### src/rtl/mem_dump_reader.sv
// Memory dump reader: walks a data memory from address 0 and shows addr/data on four hex digits.
// Build option MEM_DUMP_AUTO_SCAN_EN: entries advance after HOLD_TICKS ticks instead of on step.
module mem_dump_reader #(
  parameter int ADDR_W     = 4,
  parameter int DATA_W     = 4,
  parameter int HOLD_TICKS = 3
) (
  input  logic              clk,
  input  logic              reset,
  input  logic              start,
  input  logic              step,
  input  logic              abort,
  input  logic              tick,
  output logic              mem_re,
  output logic [ADDR_W-1:0] mem_addr,
  input  logic [DATA_W-1:0] mem_rdata,
  output logic [3:0]        in3,
  output logic [3:0]        in2,
  output logic [3:0]        in1,
  output logic [3:0]        in0,
  output logic              busy,
  output logic              done
);

  // state | meaning
  // IDLE  | waiting for start, digits blank
  // REQ   | one-cycle read strobe at the current address
  // WAIT  | read data returns and is captured
  // SHOW  | address and data on the digits until advance
  // FIN   | done pulse, then back to IDLE
  typedef enum logic [2:0] {
    S_IDLE,
    S_REQ,
    S_WAIT,
    S_SHOW,
    S_FIN
  } state_t;

  localparam logic [ADDR_W-1:0] ADDR_LAST = '1;
  localparam int                AEXT_W    = (ADDR_W > 8) ? ADDR_W : 8;

  state_t            state_q, state_d;
  logic [ADDR_W-1:0] addr_q, addr_d;
  logic [DATA_W-1:0] data_q, data_d;
  logic              advance;
  logic [AEXT_W-1:0] addr_ext;

`ifdef MEM_DUMP_AUTO_SCAN_EN
  localparam int                HOLD_W    = $clog2(HOLD_TICKS + 1);
  localparam logic [HOLD_W-1:0] HOLD_MAX  = HOLD_W'(HOLD_TICKS);
  localparam logic [HOLD_W-1:0] HOLD_LAST = HOLD_W'(HOLD_TICKS - 1);

  logic [HOLD_W-1:0] hold_q, hold_d;
  logic              unused_step;

  assign unused_step = step;
  assign advance     = tick && (hold_q == HOLD_LAST);

  // Counts ticks seen in SHOW; saturates so a long hold can never wrap.
  always_comb begin
    hold_d = hold_q;
    if (state_q == S_WAIT) begin
      hold_d = '0;
    end else if ((state_q == S_SHOW) && tick && (hold_q != HOLD_MAX)) begin
      hold_d = hold_q + HOLD_W'(1);
    end
  end

  always_ff @(posedge clk or negedge reset) begin
    if (!reset) begin
      hold_q <= '0;
    end else begin
      hold_q <= hold_d;
    end
  end
`else
  logic unused_auto;

  assign unused_auto = tick ^ (HOLD_TICKS == 0);
  assign advance     = step;
`endif

  always_comb begin
    state_d = state_q;
    addr_d  = addr_q;
    data_d  = data_q;
    unique case (state_q)
      S_IDLE: begin
        if (start && !abort) begin
          addr_d  = '0;
          state_d = S_REQ;
        end
      end
      S_REQ: begin
        state_d = abort ? S_IDLE : S_WAIT;
      end
      S_WAIT: begin
        if (abort) begin
          state_d = S_IDLE;
        end else begin
          data_d  = mem_rdata;
          state_d = S_SHOW;
        end
      end
      S_SHOW: begin
        // abort has priority over any advance in the same cycle
        if (abort) begin
          state_d = S_IDLE;
        end else if (advance) begin
          if (addr_q == ADDR_LAST) begin
            state_d = S_FIN;
          end else begin
            addr_d  = addr_q + ADDR_W'(1);
            state_d = S_REQ;
          end
        end
      end
      S_FIN: begin
        state_d = S_IDLE;
      end
      default: begin
        state_d = S_IDLE;
      end
    endcase
  end

  always_ff @(posedge clk or negedge reset) begin
    if (!reset) begin
      state_q <= S_IDLE;
      addr_q  <= '0;
      data_q  <= '0;
    end else begin
      state_q <= state_d;
      addr_q  <= addr_d;
      data_q  <= data_d;
    end
  end

  assign mem_addr = addr_q;
  assign addr_ext = AEXT_W'(addr_q);

  // Digits are decoded from registered state so they clear as soon as reset asserts.
  always_comb begin
    mem_re = (state_q == S_REQ);
    busy   = (state_q == S_REQ) || (state_q == S_WAIT) || (state_q == S_SHOW);
    done   = (state_q == S_FIN);
    in3    = '0;
    in2    = '0;
    in1    = '0;
    in0    = '0;
    if (state_q == S_SHOW) begin
      in2 = addr_ext[7:4];
      in1 = addr_ext[3:0];
      in0 = 4'(data_q);
    end
  end

endmodule
### config.mk
export PLATFORM = sky130hd
export DESIGN_NAME = mem_dump_reader
export DESIGN_NICKNAME = d
export VERILOG_FILES = /design/src/rtl/mem_dump_reader.sv
export SDC_FILE = /design/constraint.sdc
export NUM_CORES = 1
export LEC_CHECK = 0
export CORE_MARGIN = 4
export CORE_UTILIZATION = 42
export CTS_BUF_LIST = sky130_fd_sc_hd__clkbuf_8
export DETAILED_ROUTE_END_ITERATION = 16
export GPL_ROUTABILITY_DRIVEN = 0
export HOLD_SLACK_MARGIN = 0.12
export PLACE_DENSITY_LB_ADDON = 0.1
export SLEW_MARGIN = 20
export SYNTH_ARGS = -nofsm -noshare
export SYNTH_HDL_FRONTEND = slang
export SYNTH_SLANG_ARGS = --single-unit
### constraint.sdc
create_clock -name clk -period 1.6 [get_ports clk]
set_input_delay 0.24 -clock clk [delete_from_list [all_inputs] [get_ports clk]]
set_output_delay 0.24 -clock clk [all_outputs]
set_load 0.02 [all_outputs]
# After elaboration in Yosys (flattened, before gate mapping)
# Index checks and enable logic that the tools add are counted.
dict set report totals {
  mem_bits_rw 0
  inputBits 10
  latchBits 0
  mem_count 0
  ff_bits 11
  rom_bits 0
  output_inout_bits 23
}
dict set report classes {
  eq_ne 10
  shift 0
  n_div 0
  muxes 14
  n_lt_le_gt_ge 0
  reduce_logical 9
  n_bitwise 1
  n_mul 0
  n_addsub 1
}
# cell n
set op_table {}
lappend op_table {{two-way mux 4 bit} 6}
lappend op_table {{two-way mux 3 bit} 4}
lappend op_table {{case mux 3 bit (4 select lines)} 1}
lappend op_table {{!= test 2 bit, second input constant} 4}
lappend op_table {{case mux 4 bit (2 select lines)} 1}
lappend op_table {{equality test 3 x 2 -> 1 bit, second input constant} 2}
lappend op_table {{AND reduction 5 bit} 1}
lappend op_table {{adder 4 x 1 -> 4 bit, second input constant} 1}
lappend op_table {{equality test 4 bit, second input constant} 1}
lappend op_table {{two-way mux 2 bit} 2}
lappend op_table {{AND reduction 2 bit} 2}
lappend op_table {{equality test 3 x 1 -> 1 bit, second input constant} 1}
lappend op_table {{equality test 3 bit, second input constant} 1}
lappend op_table {{logical NOT 3 bit} 1}
lappend op_table {{!= test 3 bit, second input constant} 1}
lappend op_table {{logical OR 1 bit} 2}
lappend op_table {{nonzero test 2 bit} 1}
lappend op_table {{logical AND 1 bit} 1}
lappend op_table {{logical NOT 1 bit} 1}
lappend op_table {{NOT 1 bit} 1}

# Longest topological paths before layout
dict set report logic_depth {
  depth_word 5
  depth_mapped 5
  mapped_depth_nobuf 4
}

# Worst setup path before layout
# Ideal clock, no wire load.
dict set report synth_path {
  path_kind {flip-flop to flip-flop}
  startpoint {reg state_q[0]}
  endpoint {reg addr_q[0] (netlist: mem_addr[0])}
  t_required_ps 1462
  path_slack_ps 164
  setup_ps 138
  path_buffers 1
  path_stages_with_launch 5
  period_less_slack_ps 1436
  t_arrival_ps 1297
  cell_sequence {dfrtp_1 > buf_6 > or4b_4 > a21oi_2 > o221ai_1}
}
dict set report synth_via {
  elab_chain_cells 3
  elab_cells_between_ends 9
}
# item line_no
set synth_lines {}
lappend synth_lines {{start: declaration} 42} ;# state_t state_q, state_d;
lappend synth_lines {{start signal: assignment} 133} ;# state_q <= state_d;
lappend synth_lines {{equality test 3 x 2 -> 1 bit or logical NOT 3 bit (tied branches)} 87} ;# unique case (state_q)
lappend synth_lines {{!= test 2 bit (no line) or nonzero test 2 bit (tied branches)} n/a}
lappend synth_lines {{AND reduction 5 bit (no line)} n/a}
lappend synth_lines {{end signal: assignment} 134} ;# addr_q <= addr_d;
lappend synth_lines {{end: declaration} 43} ;# logic [ADDR_W-1:0] addr_q, addr_d;
# Several ways; a longest one is shown, not always the timed one.
# A chain may end at the register's enable or synchronous reset.

# Worst setup path in the final report
dict set report layout_path {
  startpoint {reg state_q[0]}
  endpoint {out in0[1]}
}
dict set report layout_via {
  elab_chain_cells 2
}
# item line_no
set layout_lines {}
lappend layout_lines {{equality test 3 x 2 -> 1 bit} 151} ;# if (state_q == S_SHOW) begin
lappend layout_lines {{two-way mux 4 bit} 151}
lappend layout_lines {{end: declaration} 20} ;# output logic [3:0] in0,
# No other way between the ends.

==> run_results.csv <==
group,metric,value,unit
detailed_routing,vias,666,
detailed_routing,antenna_left,0,
sta,relSlewSlack,66.4,%
die,die_area,0.00246,mm²
grt,grt_pass1_wl,2680,µm
sta,finalCriticalPeriod,1.57,ns
die,initial_core_util,46.1,%
setup_path,worstPathMaxFanout,5,
setup_path,cp.required,1.36,ns
die,dieWidth,49.6,µm
detailed_routing,drc,0,
clocking,htree_levels,1,
synth,yosys_warnings,0,
clocking,cts_tree,"built",
grt,antenna_found_initial,0,
clocking,ctsHoldBuffers,0,
power_and_ir_drop,vdd_drop_max,0.000645,V
detailed_routing,drt_wl_total,1680,µm
cells_and_area,multi_input_area,380,µm²
grt,overflow,0,
cells_and_area,fin_nets,123,
cells_and_area,diodes,0,
status,outcome,"finished clean",
synth,synth_area,727,µm²
sta,hold_violations,0,
grt,grt_usage,14.2,%
die,rows,14,
grt,grt_max_degree,12,
power_and_ir_drop,power.leakage,0.000525,µW
setup_path,worstSetupPathType,"reg -> out",
cells_and_area,ff_latch_area,275,µm²
worst_hold_path,hold_class,"in -> async",
power_and_ir_drop,p_per_area,858,mW/mm²
sta,finClkSkew,0.000438,ns
synth,ys_ff_latch,11,
sta,timing.final.max_slew_violations,0,
sta,max_slew.worst_pin.slew,0.502,ns
detailed_routing,vias_per_cell,5.24,
cells_and_area,areaGrowthSynthToFinish,39.8,%
setup_path,crit_path_max_incr_delay,0.38,ns
grt,grt_pass1_vias,629,
setup_path,cp.arrival,1.33,ns
synth,seq_area_frac_synth,37.9,%
sta,clock.fmax,637,MHz
detailed_routing,drt_iter0_drc,4,
clocking,numCtsBuffers,3,
sta,rsz0062_at_grt,"no",
clocking,clk_path_buf_depth,2,
clocking,path_clk_slew,0.05,ns
setup_path,critPathLaunchType,"flip-flop",
clocking,cts_root_buf,"clkbuf_8",
sta,whs,0.336,ns
setup_path,r2r_setup_slack,0.04,ns
sta,finalSetupViolCount,0,
sta,finalCritPeriodShare,98.2,%
clocking,clk_latency,0.24,ns
placement,post-dp-hpwl,1170,µm
synth,synthCells,75,
synth,yosysUniqueCellTypes,30,
setup_path,critPathTopFamily,"simple AND/OR/NAND/NOR gates",
setup_path,end_kind,"primary output",
clocking,cts_num_sinks,11,
setup_path,crit_chain,"buf_4, and3b_2, and2_1, buf_2",
placement,io_buffers,23,
detailed_routing,drt_pass1_iterations,4,
die,io_pins,33,
detailed_routing,wl_per_cell,13.3,µm
placement,dp.cells,119,
run,drv_cap,0,
die,fp.coreArea,0.00158,mm²
die,fp.dieH,49.6,µm
cells_and_area,final_cells,127,
synth,synth.avg_cell_area,9.69,µm²
cells_and_area,fillers,143,
cells_and_area,drive_gt1_share,34.2,%
setup_path,cp_slowest_cell,"dfrtp_1",
setup_path,path_buf_inv,2,
## layer usage
metal  track usage [%]  wire (µm)  vias up  part of all wire [%]
li1                  -          -      324                     -
met1              15.9        760      310                    45
met2              24.2        788       28                    47
met3              4.22        110        4                   6.5
met4              6.91         24        0                   1.4
met5                 0          0        -                     0
## cell type report
cell class	instances	area share [%]
clock buffer	3	4.06
clock inverter	1	0.493
inverter	5	1.85
multi-input combinational	55	37.4
sequential	11	27.1
tap	16	1.97
timing repair buffer	36	27.1
## worst paths after layout
check	depth (start not counted)	startpoint	to
max	4	state_q[0]	in0[1]
min	1	reset	data_q[2]
max reg2reg	4	state_q[0]	mem_addr[0]
min reg2reg	1	data_q[1]	data_q[1]
max in group asynchronous	1	reset	mem_addr[3]
min in group clk	1	data_q[1]	data_q[1]
## cell usage after synthesis, drive strengths merged
cell / number / area, µm²
a21oi: 2 / 13.8
a2bb2oi: 1 / 8.76
a31o: 1 / 8.76
a31oi: 2 / 12.5
and2: 7 / 43.8
and3: 1 / 6.26
and3b: 1 / 10.0
buf: 12 / 96.3
conb: 1 / 3.75
dfrtp: 11 / 275
ha: 1 / 12.5
inv: 5 / 18.8
mux2: 4 / 45.0
mux2i: 1 / 10.0
nand2: 4 / 15.0
nand3: 1 / 5.00
nand4: 4 / 25.0
nand4b: 1 / 8.76
nor2: 5 / 18.8
nor2b: 1 / 6.26
nor3: 2 / 10.0
nor3b: 1 / 7.51
nor4b: 1 / 23.8
o21ai: 2 / 10.0
o221ai: 2 / 17.5
or4b: 1 / 13.8
## cell usage in the layout, fill, tap and decap left out, types with 3 or more instances in the layout
master           instances
buf_4                   13
dfrtp_1                 11
clkdlybuf4s50_1         11
conb_1                   8
and2_1                   7
buf_2                    7
inv_1                    5
nor2_1                   5
nand2_1                  4
nand4_1                  4
mux2_2                   4
clkbuf_2                 4
clkbuf_8                 3
## state kept, by name, indices dropped and copies added, names as in the netlist
signal    flops
data_q        4
mem_addr      4
state_q       3
## power by group
part	total [µW]	leakage [µW]	internal, µW	switching, µW
registers	355	0.000143	329	26.1
clock network	284	0.0000255	172	112
logic	234	0.000357	118	115
total	872	0.000525	619	253
## per-stage QoR
step | setup TNS (ns) | setup slack, ns | instance area (µm²) | power (µW) | util [%]
floorplan | 0 | 0.164 | 753 | 517 | -
global placement | -1.53 | -0.151 | 982 | 587 | 62.3
detailed placement | -1.37 | -0.147 | 982 | 591 | 62.3
CTS | -0.0307 | -0.0307 | 1010 | 874 | 64.2
global route | 0 | 0.00104 | 1020 | 927 | 64.4
finish | 0 | 0.0292 | 1020 | 872 | 64.4
## timing repair
item                                    4_1_cts  5_1_grt
endpoints found under the setup margin       11        8
setup buffers                                 2        1
pin swaps                                     0        1
endpoints found under the hold margin         0        0
gates cloned                                  0        1
gates resized for setup                      33       12
## worst reg2reg max path, delay by kind of cell (launching register included)
| family | cells | cell delay, ns |
|---|---|---|
| buffers and inverters | 1 | 0.17 |
| AND/OR/NAND/NOR | 1 | 0.55 |
| AO/OA/AOI/OAI | 2 | 0.33 |
| flip-flops | 1 | 0.38 |
## cell families (layout without fill, tap and decap cells)
kind of cell    Yosys count  count (layout)  share of synthesized area, %
flops                    11              11                          37.9
compound gates           10              10                          9.81
mux                       5               5                          7.57
other cells               1               8                         0.516
buf+inv                  17              45                          15.8
fa+ha+maj                 1               1                          1.72
simple gates             30              31                          26.7
No activity file was read; power rests on OpenSTA's default activity.
